<file path="src/rtl/i2c_pkg.sv">
// Shared types and helpers for the I2C target register file.
package i2c_pkg;

    typedef enum logic [3:0] {
        IDLE,
        ADDR,
        ADDR_ACK,
        PTR,
        PTR_ACK,
        WDATA,
        WDATA_ACK,
        RDATA,
        RACK_CHK
    } i2c_state_t;

    // Acknowledge bit polarity on SDA.
    localparam logic ACK  = 1'b0;
    localparam logic NACK = 1'b1;

    // Index width that never collapses to zero bits.
    function automatic int unsigned idx_width(input int unsigned count);
        return (count > 2) ? $clog2(count) : 1;
    endfunction

endpackage

</file>
<file path="src/rtl/i2c_sync_edge.sv">
// Two-flop synchroniser for an asynchronous pad input, with edge pulses
// derived from the synchronised level.
module i2c_sync_edge (
    input  logic clock,
    input  logic reset,
    input  logic pin,
    output logic level,
    output logic rise,
    output logic fall
);

    logic [2:0] sr;

    // Shift the pad through two sync stages plus one history stage; resets high (idle bus).
    always_ff @(posedge clock) begin
        if (reset) sr <= '1;
        else       sr <= {sr[1:0], pin};
    end

    assign level = sr[1];
    assign rise  = sr[1] & ~sr[2];
    assign fall  = ~sr[1] & sr[2];

endmodule

</file>
<file path="src/rtl/i2c_target_regfile.sv">
// I2C target with a pointer-addressed register file. Register 0 is a
// read-only status byte taken from parallel_in.
// Optional SCL-low watchdog: define I2C_TIMEOUT_EN.
module i2c_target_regfile
    import i2c_pkg::*;
#(
    parameter int unsigned REG_COUNT      = 16,
    parameter logic [6:0]  BASE_ADDR      = 7'h20,
    parameter int unsigned SEL_W          = 2,
    parameter int unsigned TIMEOUT_CYCLES = 1_000_000
) (
    input  logic                             clock,
    input  logic                             reset,
    input  logic                             scl_in,
    input  logic                             sda_in,
    input  logic [SEL_W-1:0]                 addr_sel,
    input  logic [7:0]                       parallel_in,
    output logic                             sda_oe,
    output logic [7:0]                       reg_out,
    output logic [8*REG_COUNT-1:0]           registers_packed,
    output logic                             wr_strobe,
    output logic [idx_width(REG_COUNT)-1:0]  wr_index
);

    localparam int unsigned IDX_W = idx_width(REG_COUNT);

    i2c_state_t       state, state_next;
    logic [7:0]       regs [REG_COUNT];
    logic [IDX_W-1:0] ptr, ptr_inc;
    logic [7:0]       shift, shift_next, tx_byte;
    logic [2:0]       bit_cnt;
    logic             rw;
    logic             scl_lvl, scl_rise, scl_fall;
    logic             sda_lvl, sda_rise, sda_fall;
    logic             start, stop, last_bit, addr_match, ptr_ok, timeout;

    i2c_sync_edge u_scl_sync (
        .clock (clock),
        .reset (reset),
        .pin   (scl_in),
        .level (scl_lvl),
        .rise  (scl_rise),
        .fall  (scl_fall)
    );

    i2c_sync_edge u_sda_sync (
        .clock (clock),
        .reset (reset),
        .pin   (sda_in),
        .level (sda_lvl),
        .rise  (sda_rise),
        .fall  (sda_fall)
    );

    assign start      = sda_fall & scl_lvl;
    assign stop       = sda_rise & scl_lvl;
    assign shift_next = {shift[6:0], sda_lvl};
    assign last_bit   = (bit_cnt == 3'd7);
    assign addr_match = (shift[6:0] == (BASE_ADDR | 7'(addr_sel)));
    assign ptr_ok     = (32'(shift_next) < REG_COUNT);
    assign ptr_inc    = (32'(ptr) == REG_COUNT - 1) ? '0 : ptr + 1'b1;
    assign reg_out    = (ptr == '0) ? parallel_in : regs[ptr];

`ifdef I2C_TIMEOUT_EN
    localparam int unsigned TO_W = $clog2(TIMEOUT_CYCLES + 1);
    logic [TO_W-1:0] to_cnt;

    assign timeout = (state != IDLE) && !scl_lvl && (to_cnt == TO_W'(TIMEOUT_CYCLES - 1));

    // Count clocks of SCL held low during a transaction; cleared on any SCL high or abort.
    always_ff @(posedge clock) begin
        if (reset || timeout || scl_lvl || state == IDLE) to_cnt <= '0;
        else                                              to_cnt <= to_cnt + 1'b1;
    end
`else
    assign timeout = 1'b0;
`endif

    // State register.
    always_ff @(posedge clock) begin
        if (reset) state <= IDLE;
        else       state <= state_next;
    end

    // Next-state logic: bus conditions override byte progress.
    always_comb begin
        state_next = state;
        if (timeout) begin
            state_next = IDLE;
        end else if (start) begin
            state_next = ADDR;
        end else if (stop) begin
            state_next = IDLE;
        end else if (scl_rise) begin
            case (state)
                ADDR:      if (last_bit) state_next = addr_match ? ADDR_ACK : IDLE;
                ADDR_ACK:  state_next = rw ? RDATA : PTR;
                PTR:       if (last_bit) state_next = ptr_ok ? PTR_ACK : IDLE;
                PTR_ACK:   state_next = WDATA;
                WDATA:     if (last_bit) state_next = WDATA_ACK;
                WDATA_ACK: state_next = WDATA;
                RDATA:     if (last_bit) state_next = RACK_CHK;
                RACK_CHK:  state_next = (sda_lvl == NACK) ? IDLE : RDATA;
                default:   state_next = IDLE;
            endcase
        end
    end

    // Datapath: sample on SCL rise, change SDA drive only on SCL fall.
    always_ff @(posedge clock) begin
        if (reset) begin
            regs      <= '{default: '0};
            ptr       <= '0;
            shift     <= '0;
            tx_byte   <= '0;
            bit_cnt   <= '0;
            rw        <= 1'b0;
            sda_oe    <= 1'b0;
            wr_strobe <= 1'b0;
            wr_index  <= '0;
        end else begin
            wr_strobe <= 1'b0;
            if (timeout) begin
                sda_oe  <= 1'b0;
                bit_cnt <= '0;
            end else if (start) begin
                bit_cnt <= '0;
            end else if (stop) begin
                sda_oe  <= 1'b0;
                bit_cnt <= '0;
            end else if (scl_rise) begin
                case (state)
                    ADDR, PTR, WDATA, RDATA: begin
                        shift   <= shift_next;
                        bit_cnt <= bit_cnt + 3'd1;
                    end
                    default: ;
                endcase
                case (state)
                    ADDR:     if (last_bit) rw <= sda_lvl;
                    ADDR_ACK: if (rw) tx_byte <= reg_out;
                    PTR:      if (last_bit && ptr_ok) ptr <= shift_next[IDX_W-1:0];
                    WDATA: begin
                        if (last_bit) begin
                            if (ptr != '0) begin
                                regs[ptr] <= shift_next;
                                wr_strobe <= 1'b1;
                                wr_index  <= ptr;
                            end
                            ptr <= ptr_inc;
                        end
                    end
                    RDATA:    if (last_bit) ptr <= ptr_inc;
                    RACK_CHK: if (sda_lvl == ACK) tx_byte <= reg_out;
                    default: ;
                endcase
            end else if (scl_fall) begin
                case (state)
                    ADDR_ACK, PTR_ACK, WDATA_ACK: sda_oe <= ~ACK;
                    RDATA:                        sda_oe <= ~tx_byte[3'd7 - bit_cnt];
                    default:                      sda_oe <= 1'b0;
                endcase
            end
        end
    end

    // Flatten the register file; slot 0 mirrors the live status input.
    always_comb begin
        registers_packed      = '0;
        registers_packed[7:0] = parallel_in;
        for (int unsigned i = 1; i < REG_COUNT; i++) begin
            registers_packed[8*i +: 8] = regs[i];
        end
    end

endmodule

</file>
<file path="config.mk">
export PLATFORM = sky130hd
export DESIGN_NAME = i2c_target_regfile
export DESIGN_NICKNAME = d
export VERILOG_FILES = /design/src/rtl/i2c_pkg.sv /design/src/rtl/i2c_sync_edge.sv /design/src/rtl/i2c_target_regfile.sv
export SDC_FILE = /design/constraint.sdc
export NUM_CORES = 1
export LEC_CHECK = 0
export ABC_AREA = 1
export CAP_MARGIN = 20
export CORE_MARGIN = 2
export CORE_UTILIZATION = 35
export CTS_CLUSTER_DIAMETER = 120
export DETAILED_ROUTE_END_ITERATION = 16
export DONT_BUFFER_PORTS = 1
export PLACE_DENSITY = 0.54
export SYNTH_ARGS = -nofsm -noshare
export SYNTH_HDL_FRONTEND = slang
export SYNTH_SLANG_ARGS = --single-unit
export TNS_END_PERCENT = 10
</file>
<file path="constraint.sdc">
create_clock -name clock -period 5.05 [get_ports clock]
set_clock_uncertainty 0.05 [all_clocks]
set_input_delay 0.7575 -clock clock [delete_from_list [all_inputs] [get_ports clock]]
set_output_delay 0.7575 -clock clock [all_outputs]
set_load 0.01 [all_outputs]
</file>
* Word-level counts from Yosys, hierarchy flattened
Cells that the tools add are included.
** Word-level totals
- Bits in registers :: 167
- Bits of input ports :: 14
- Output and inout bits :: 142
- Word-level logic and storage cells :: 132
** Operators by class
- Add/sub/neg operators :: 3
- Order comparisons :: 4
- Eq/ne operators :: 24
- Mux-type cells :: 33
- Bitwise operators :: 17
- Reduce and logical (&&, ||, !) cells :: 23
** Operator list (count)
- bitwise mux 128 bit :: 1
- 2-to-1 mux 8 bit :: 6
- binary-select mux 8 bit (select 4 bit) :: 1
- demux 8 bit (select 4 bit) :: 1
- 2-to-1 mux 4 bit :: 7
- one-hot mux 4 bit (7 select lines) :: 1
- AND reduction 6 bit :: 3
- == test 4 x 3 -> 1 bit (second input constant) :: 4
- != test 4 bit (second input constant) :: 4
- one-hot mux 8 bit (2 select lines) :: 1
- AND reduction 5 bit :: 3
- != test 2 bit (second input constant) :: 7
- inverter 1 bit :: 10
- 2-to-1 mux 3 bit :: 3
- == test 4 x 2 -> 1 bit (second input constant) :: 2
- == test 4 bit (second input constant) :: 2
- less-than comparator 8 x 5 -> 1 bit (second input constant) :: 1
- 2-to-1 mux 1 bit :: 8
- one-hot mux 4 bit (2 select lines) :: 1
- == test 7 x 6 -> 1 bit :: 1
- AND 1 bit :: 6
- nonzero test 2 bit :: 3
- OR reduction 3 bit :: 2
- OR reduction 6 bit :: 1
- 22 further kinds :: 25

* Logic depth before layout (Yosys ltp)
Gate-level depths: netlist of the first run.
- Depth after elaboration :: 8
- Depth in mapped cells :: 13
- Mapped depth without buffers :: 10

* Modules after synthesis
Synthesis of the first run repeated with hierarchy kept, for this count alone.
** Unflattened totals
- Cells, all modules :: 1360
- Area total of the unflattened synthesis :: 9039.9 µm²
** Modules (own cells, without submodules)
- i2c_target_regfile :: instances 1, cells an instance 1334, area each 8844.7 µm², sequential area each 3223.1 µm²
- i2c_sync_edge :: instances 2, cells an instance 13, area each 97.6 µm², sequential area each 60.1 µm²

* Worst setup path before layout of the first run
Ideal clock, no wire load.
- Path kind :: reg-to-output
- Start point :: register ptr[0]
- End point :: output reg_out[1]
- Arrival :: 1.842 ns
- Required time :: 4.243 ns
- Setup slack :: 2.400 ns
- Cell stages (with the launch flop) :: 10
- Path buffers :: 3
- Path through :: dfxtp_1 clkbuf_1 inv_2 clkbuf_1 ha_1 nand2_2 clkbuf_1 nand2_1 o21bai_1 inv_1
** On the way
- Longest elaborated chain between the ends :: 5
- Elaborated cells on any way between the ends :: 6
- Classes of those cells :: 4 x mux; 1 x bitwise; 1 x reduce/logical
** Ends and longest elaborated chain
- start: declaration :: line i2c_target_regfile.sv:29 : logic [IDX_W-1:0] ptr, ptr_inc;
- start signal: assignment :: line i2c_target_regfile.sv:142 : PTR: if (last_bit && ptr_ok) ptr <= shift_next[IDX_W-1:0];
- start signal: assignment :: line i2c_target_regfile.sv:150 : ptr <= ptr_inc;
- start signal: assignment :: line i2c_target_regfile.sv:153 : RDATA: if (last_bit) ptr <= ptr_inc;
- inverter 4 -> 5 bit (not written as such) :: line i2c_target_regfile.sv:62 : assign reg_out = (ptr == '0) ? parallel_in : regs[ptr];
- binary-select mux 8 bit (select 4 bit) :: line i2c_target_regfile.sv:62
- 2-to-1 mux 8 bit (not written as such) (2 in a row) :: line i2c_target_regfile.sv:62
- 2-to-1 mux 8 bit (*) :: line i2c_target_regfile.sv:62
- end: declaration :: line i2c_target_regfile.sv:19 : output logic [7:0] reg_out,
Mark *: on every way between the ends. The rest lies on a longest branch, timed or not. The select of a mux whose other input is x is not followed.

* Final worst setup path of the first run
- Start point :: register ptr[0]
- End point :: output reg_out[4]
Same word-level chain as after synthesis.

==> results of run 1 <==
per-stage QoR:
stage / hold WS, ps / utilization, % / area, µm²
finish: 364.6 / 34.55 / 8926
global route: 341.8 / 34.55 / 8926
CTS: 336.7 / 34.55 / 8926
detailed placement: 351.1 / 32.05 / 8282
global placement: 353.9 / 32.05 / 8282
floorplan: 339.5 / - / 9106
final cells by class:
type                       instances  area [µm²]  area share [%]
multi-input combinational        861        3958           44.34
clock inverter                     8       170.2           1.906
timing repair buffer               8       72.57          0.8130
inverter                         130       488.0           5.467
clock buffer                      22       474.2           5.313
tap                              335       419.2           4.696
sequential                       167        3344           37.47
final timing paths:
check | from | endpoint | slack (ps) | cells past startpoint
setup / recovery | ptr[0] | reg_out[4] | 1740 | 7
hold / removal | u_scl_sync.sr[0] | u_scl_sync.sr[1] | 360 | 1
setup reg to reg | ptr[1] | registers_packed[24] | 1910 | 12
hold reg to reg | u_scl_sync.sr[0] | u_scl_sync.sr[1] | 360 | 1
cells by family after synthesis:
logic type,Yosys count
AO/OA/AOI/OAI,206
buffers and inverters,331
AND/OR/NAND/NOR,649
flip-flops,167
adder cells (fa/ha/maj),6
routing by layer:
layer / wire length (µm) / share of wire, %
met5: 0 / 0
met4: 728 / 2.5
met3: 2621 / 9.1
met2: 13000 / 45
met1: 12310 / 43
power by group:
part | switching (mW) | internal, mW
logic | 0.0207 | 0.0103
clock network | 0.545 | 0.912
registers | 0.00993 | 1.32
synth_stat cells (all sizes together):
library cell  number
o211ai             1
a22oi              1
nand2            345
or2                9
buf              153
a211oi             3
nand4              4
a31oi              2
a21oi            151
inv              129
nor3               4
clkinv             1
clkbuf            48
nand3            190
ha                 6
dfxtp            167
nor2              96
nand3b             1
o21bai             4
o21ai             44
worst max-delay path, cell delays in order (launching register included):
cell and delay (ps):
dfxtp_2 330, buf_4 650, o21ai_0 180, o21ai_0 350, a21oi_1 110, nand2_1 160, nand2_1 110, inv_1 110
flip-flops by register name (all words and copies together), names as in the netlist:
name              count
registers_packed    120
regs                  8
tx_byte               8
shift                 7
ptr                   4
state                 4
wr_index              4
bit_cnt               3
u_scl_sync.sr         3
u_sda_sync.sr         3
rw                    1
sda_oe                1
wr_strobe             1
layout by cell type (no fill, tap or decap), types with 3 or more instances in the layout:
| cell type | netlist | final |
|---|---|---|
| nor2_1 | 79 | 79 |
| clkbuf_16 | 0 | 17 |
| nand3_2 | 5 | 5 |
| bufinv_16 | 0 | 5 |
| nor3_1 | 4 | 4 |
| nand2_1 | 344 | 344 |
| buf_4 | 129 | 7 |
| o21bai_1 | 4 | 4 |
| dfxtp_1 | 167 | 166 |
| inv_1 | 125 | 125 |
| clkbuf_8 | 0 | 3 |
| nor2_4 | 7 | 7 |
| ha_1 | 6 | 6 |
| or2_2 | 9 | 9 |
| a21oi_1 | 151 | 151 |
| nand3_1 | 185 | 185 |
| o21ai_0 | 44 | 44 |
| a211oi_1 | 3 | 3 |
| nor2_2 | 10 | 10 |
| inv_2 | 4 | 4 |
| nand4_1 | 3 | 3 |
==> impl_metrics.py, run 1 <==
metrics = {
    "run_status": {
        "outcome": "complete, no violations",
    },
    "synth": {
        "syn_inst": 1359,
        "synthXorXnorAreaFrac_pct": 0,
        "syn_nets": 1379,
        "syn_area_um2": 9106,
        "synth_top_area_share_pct": 36.71,
        "synth.distinct_cells": 29,
        "yosysSeqAreaShare_pct": 36.71,
        "yosysTopAreaCell": "dfxtp_1",
        "ys_warn_count": 0,
        "synth-simple-area-share_pct": 31.04,
        "synthAdderAreaFrac_pct": 0.8244,
        "ys_ff_latch": 167,
        "synth_top_family_by_area": "simple AND/OR/NAND/NOR gates",
        "yosys-top-cells-area": "dfxtp_1 37%, nand2_1 14%, buf_4 11%, nand3_1 10%, a21oi_1 8.3%",
        "synth_compound_area_share_pct": 11.60,
        "syn_avg_cell_area_um2": 6.701,
        "synth_mux_area_share_pct": 0,
    },
    "clocking": {
        "insertion_delay_ps": 430,
        "root_buffer": "clkbuf_16",
        "max-clock-path-buffers": 2,
        "htreeDepth": 4,
        "cts_sinks": 167,
        "post_cts_buffers": 0,
        "cts_buffers": 17,
        "post_cts_resized": 0,
        "hold_buffers": 0,
        "cts_tree": "built",
        "path_clk_slew_ps": 60,
    },
    "sta": {
        "layout_setup_ws_ps": 1741,
        "hold_viol_final": 0,
        "finalSetupViolCount": 0,
        "worst_pin_slew_ps": 1144,
        "setup_tns_ps": 0,
        "rsz0062_at_grt": "false",
        "finalWorstPathRequiredPeriod_ps": 3309,
        "fmax_mhz": 302.2,
        "relSlewSlack_pct": 23.66,
        "slew_violations": 0,
        "timing.final.crit_share_pct": 65.52,
    },
    "grt": {
        "track_usage_pct": 21.07,
        "grt_busiest_layer": "met2",
        "met3_usage_pct": 7.592,
        "met2_usage_pct": 33.37,
        "grt.overflow.total": 0,
        "grt_pass1_wl_mm": 43.80,
        "antenna_found_initial": 0,
        "grtUsageMet1_pct": 26.60,
        "grt_pass1_vias": 7421,
        "grt_max_degree": 127,
    },
    "power": {
        "p_per_area_nw_per_um2": 315.7,
        "total_power_mw": 2.818,
        "irDropWorstVdd_v": 0.0002225,
        "power.leakage_nw": 3.218,
    },
    "placed_design": {
        "gp_congestion": 0.8652,
        "dp_cells": 1501,
        "io_buffers": 0,
        "placement.setup.worst_slack_ps": 1938,
        "hpwl_mm": 19.24,
    },
    "die": {
        "die_area_um2": 27320,
        "fp-row-count": 59,
        "die_h_um": 165.3,
        "core_um2": 25840,
        "ios": 156,
        "start_util_pct": 35.24,
        "die_x_um": 165.3,
    },
    "finish": {
        "final_nets": 1205,
        "antenna_cells": 0,
        "fillers": 2821,
        "syn2layout_area_growth_pct": -1.979,
        "drive_above_1_share_pct": 6.187,
        "stdcell_count": 1531,
    },
    "routing": {
        "wl_per_cell_um": 18.72,
        "vias": 7797,
        "dr.pass1.iters": 5,
        "via_per_inst": 5.093,
        "drcViolationCount": 0,
        "routed_wl_mm": 28.66,
        "drtIter0Drc": 647,
        "ant_nets": 0,
    },
    "worst_setup_path": {
        "arrival_ps": 2500,
        "critPathCaptureType": "output port",
        "required_ps": 4240,
        "critPathLaunchType": "flip-flop",
        "path_class": "flip-flop to output port",
        "cp_max_fo": 83,
    },
    "flow_run": {
        "cap_viol_max_count": 0,
    },
    "worst_hold_path": {
        "hold_path_class": "flip-flop to flip-flop",
    },
}
Power figures use the tool's default switching activity.
==> run 2, diff against run 1 <==
==> constraint.sdc (replaced) <==
create_clock -name clock -period 3.2 [get_ports clock]
set_clock_uncertainty 0.05 [all_clocks]
set_input_delay 0.48 -clock clock [delete_from_list [all_inputs] [get_ports clock]]
set_output_delay 0.48 -clock clock [all_outputs]
set_load 0.01 [all_outputs]
==> run 2 against run 1 <==
  * Worst hold slack worse by 280 ps
  * Design area up 0.29%
  * Non-clock buffer count up 12
  * Wire length up 1.9%
  * Combinational power up 86%
  * Sequential power up 57%
  * Sequential cell count unchanged
  * Clock power up 36%
  * Count of clock-buffer cells in the layout down 3
  * Utilization up 0.10 points
  * Global-route usage up 0.31 points
  * Power up 47%
  * Largest cell class unchanged
  * Largest power group is now registers
==> impl_metrics.py, run 2 (synthesis gave the netlist of run 1 again) <==
metrics = {
    "sta": {
        "setup_tns_ps": 0,
        "hold_viol_final": 0,
        "finalSetupViolCount": 0,
        "rsz0062_at_grt": "false",
        "finalWorstPathRequiredPeriod_ps": 2689,
        "timing.final.crit_share_pct": 84.05,
        "slew_violations": 0,
        "relSlewSlack_pct": 48.78,
        "worst_pin_slew_ps": 765.5,
        "fmax_mhz": 371.8,
    },
    "finish": {
        "final_cell_mix": "344 x nand2_1, 185 x nand3_1, 166 x dfxtp_1",
        "final_nets": 1217,
        "largest_reg_flops": 120,
        "fillers": 2829,
        "syn2layout_area_growth_pct": -1.690,
        "drive_above_1_share_pct": 7.273,
        "layout_commonest_cell": "nand2_1",
        "antenna_cells": 0,
    },
    "clocking": {
        "hold_buffers": 0,
        "path_clk_slew_ps": 60,
        "insertion_delay_ps": 440,
        "root_buffer": "clkbuf_16",
        "cts_tree": "built",
        "max-clock-path-buffers": 2,
        "post_cts_resized": 0,
        "cts_buffers": 17,
        "post_cts_buffers": 0,
        "cts_sinks": 167,
        "htreeDepth": 4,
    },
    "routing": {
        "routed_wl_mm": 29.19,
        "drtIter0Drc": 748,
        "vias": 7923,
        "wl_per_cell_um": 18.89,
        "dr.pass1.iters": 5,
        "drcViolationCount": 0,
        "via_per_inst": 5.128,
        "ant_nets": 0,
    },
    "worst_hold_path": {
        "hold_path_class": "input port to flip-flop",
    },
    "die": {
        "ios": 156,
        "start_util_pct": 35.24,
        "die_x_um": 165.3,
        "fp-row-count": 59,
        "die_area_um2": 27320,
        "core_um2": 25840,
        "die_h_um": 165.3,
    },
    "placed_design": {
        "hpwl_mm": 19.95,
        "gp_congestion": 0.8180,
        "io_buffers": 0,
    },
    "power": {
        "irDropWorstVdd_v": 0.0003438,
        "intPower_mw": 3.180,
        "pwr-share-comb_pct": 1.4,
        "total_power_mw": 4.138,
        "clkPwrFrac_pct": 48.0,
        "switchingPower_uw": 957.2,
        "power.leakage_nw": 3.241,
        "p_seq_share_pct": 50.6,
        "swShare_pct": 23.13,
        "p_per_area_nw_per_um2": 462.2,
    },
    "grt": {
        "grt_pass1_wl_mm": 44.25,
        "grt_pass1_vias": 7412,
        "antenna_found_initial": 0,
        "grt.overflow.total": 0,
        "track_usage_pct": 21.38,
        "grt_max_degree": 127,
    },
    "run_status": {
        "outcome": "complete, no violations",
    },
    "worst_setup_path": {
        "cp_max_fo": 8,
        "critPathLaunchType": "flip-flop",
        "critPathCaptureType": "output port",
        "arrival_ps": 2160,
        "path_class": "flip-flop to output port",
        "required_ps": 2670,
    },
    "flow_run": {
        "cap_viol_max_count": 0,
    },
}
==> run 2: area by class of cell <==
| cell class | count | area (µm²) | share of cell area (%) |
|---|---|---|---|
| clock buffers | 19 | 432.9 | 4.836 |
| clock inverters | 13 | 122.6 | 1.370 |
| inverters | 130 | 488.0 | 5.451 |
| multi-input cells | 861 | 3958 | 44.21 |
| flip-flops and latches | 167 | 3344 | 37.36 |
| well taps | 335 | 419.2 | 4.682 |
| repair buffers | 20 | 187.7 | 2.096 |
==> run 2: metal layers <==
layer / routed length (µm) / global-route usage, %
met5: 0 / 0
met4: 514 / 5.447
met3: 2495 / 6.593
met2: 13820 / 35.53
met1: 12370 / 26.98
==> run 2: critical path, cell delays in order (launching register included) <==
cell     delay, ps
dfxtp_1        510
nand2_1        240
inv_1          260
nand3_1        190
nand2_1        120
nor2_1          50
nand2_1        140
nand2_1        100
inv_1          110
==> run 2: through the flow <==
step / area, µm² / std cells / hold slack [ps] / utilization (%) / worst slack (ps)
floorplan: 9106 / 1359 / 339.5 / - / 828.0
global placement: 8397 / 1513 / 344.0 / 32.50 / 766.1
detailed placement: 8397 / 1513 / 350.8 / 32.50 / 782.9
CTS: 8952 / 1545 / 53.70 / 34.65 / 510.7
global route: 8952 / 1545 / 53.75 / 34.65 / 338.8
finish: 8952 / 1545 / 86.13 / 34.65 / 510.6
==> run 2: path summary, 6_finish.rpt <==
path / start / end / slack (ps) / depth (start not counted)
min reg2reg: u_sda_sync.sr[0] / u_sda_sync.sr[1] / 370 / 1
min: reset / regs[126] / 90 / 1
max reg2reg: u_sda_sync.sr[1] / registers_packed[121] / 750 / 9
max: ptr[3] / reg_out[2] / 510 / 8
==> run 2: power groups by stage <==
stage	sequential [mW]	clock, mW	combinational [mW]
after detailed placement	2.14	0	0.0575
final	2.09	1.99	0.0577
after global routing	2.09	2.10	0.0651
after CTS	2.09	2.02	0.0576
after global placement	2.14	0	0.0573
after floorplan	2.13	0	0.0764
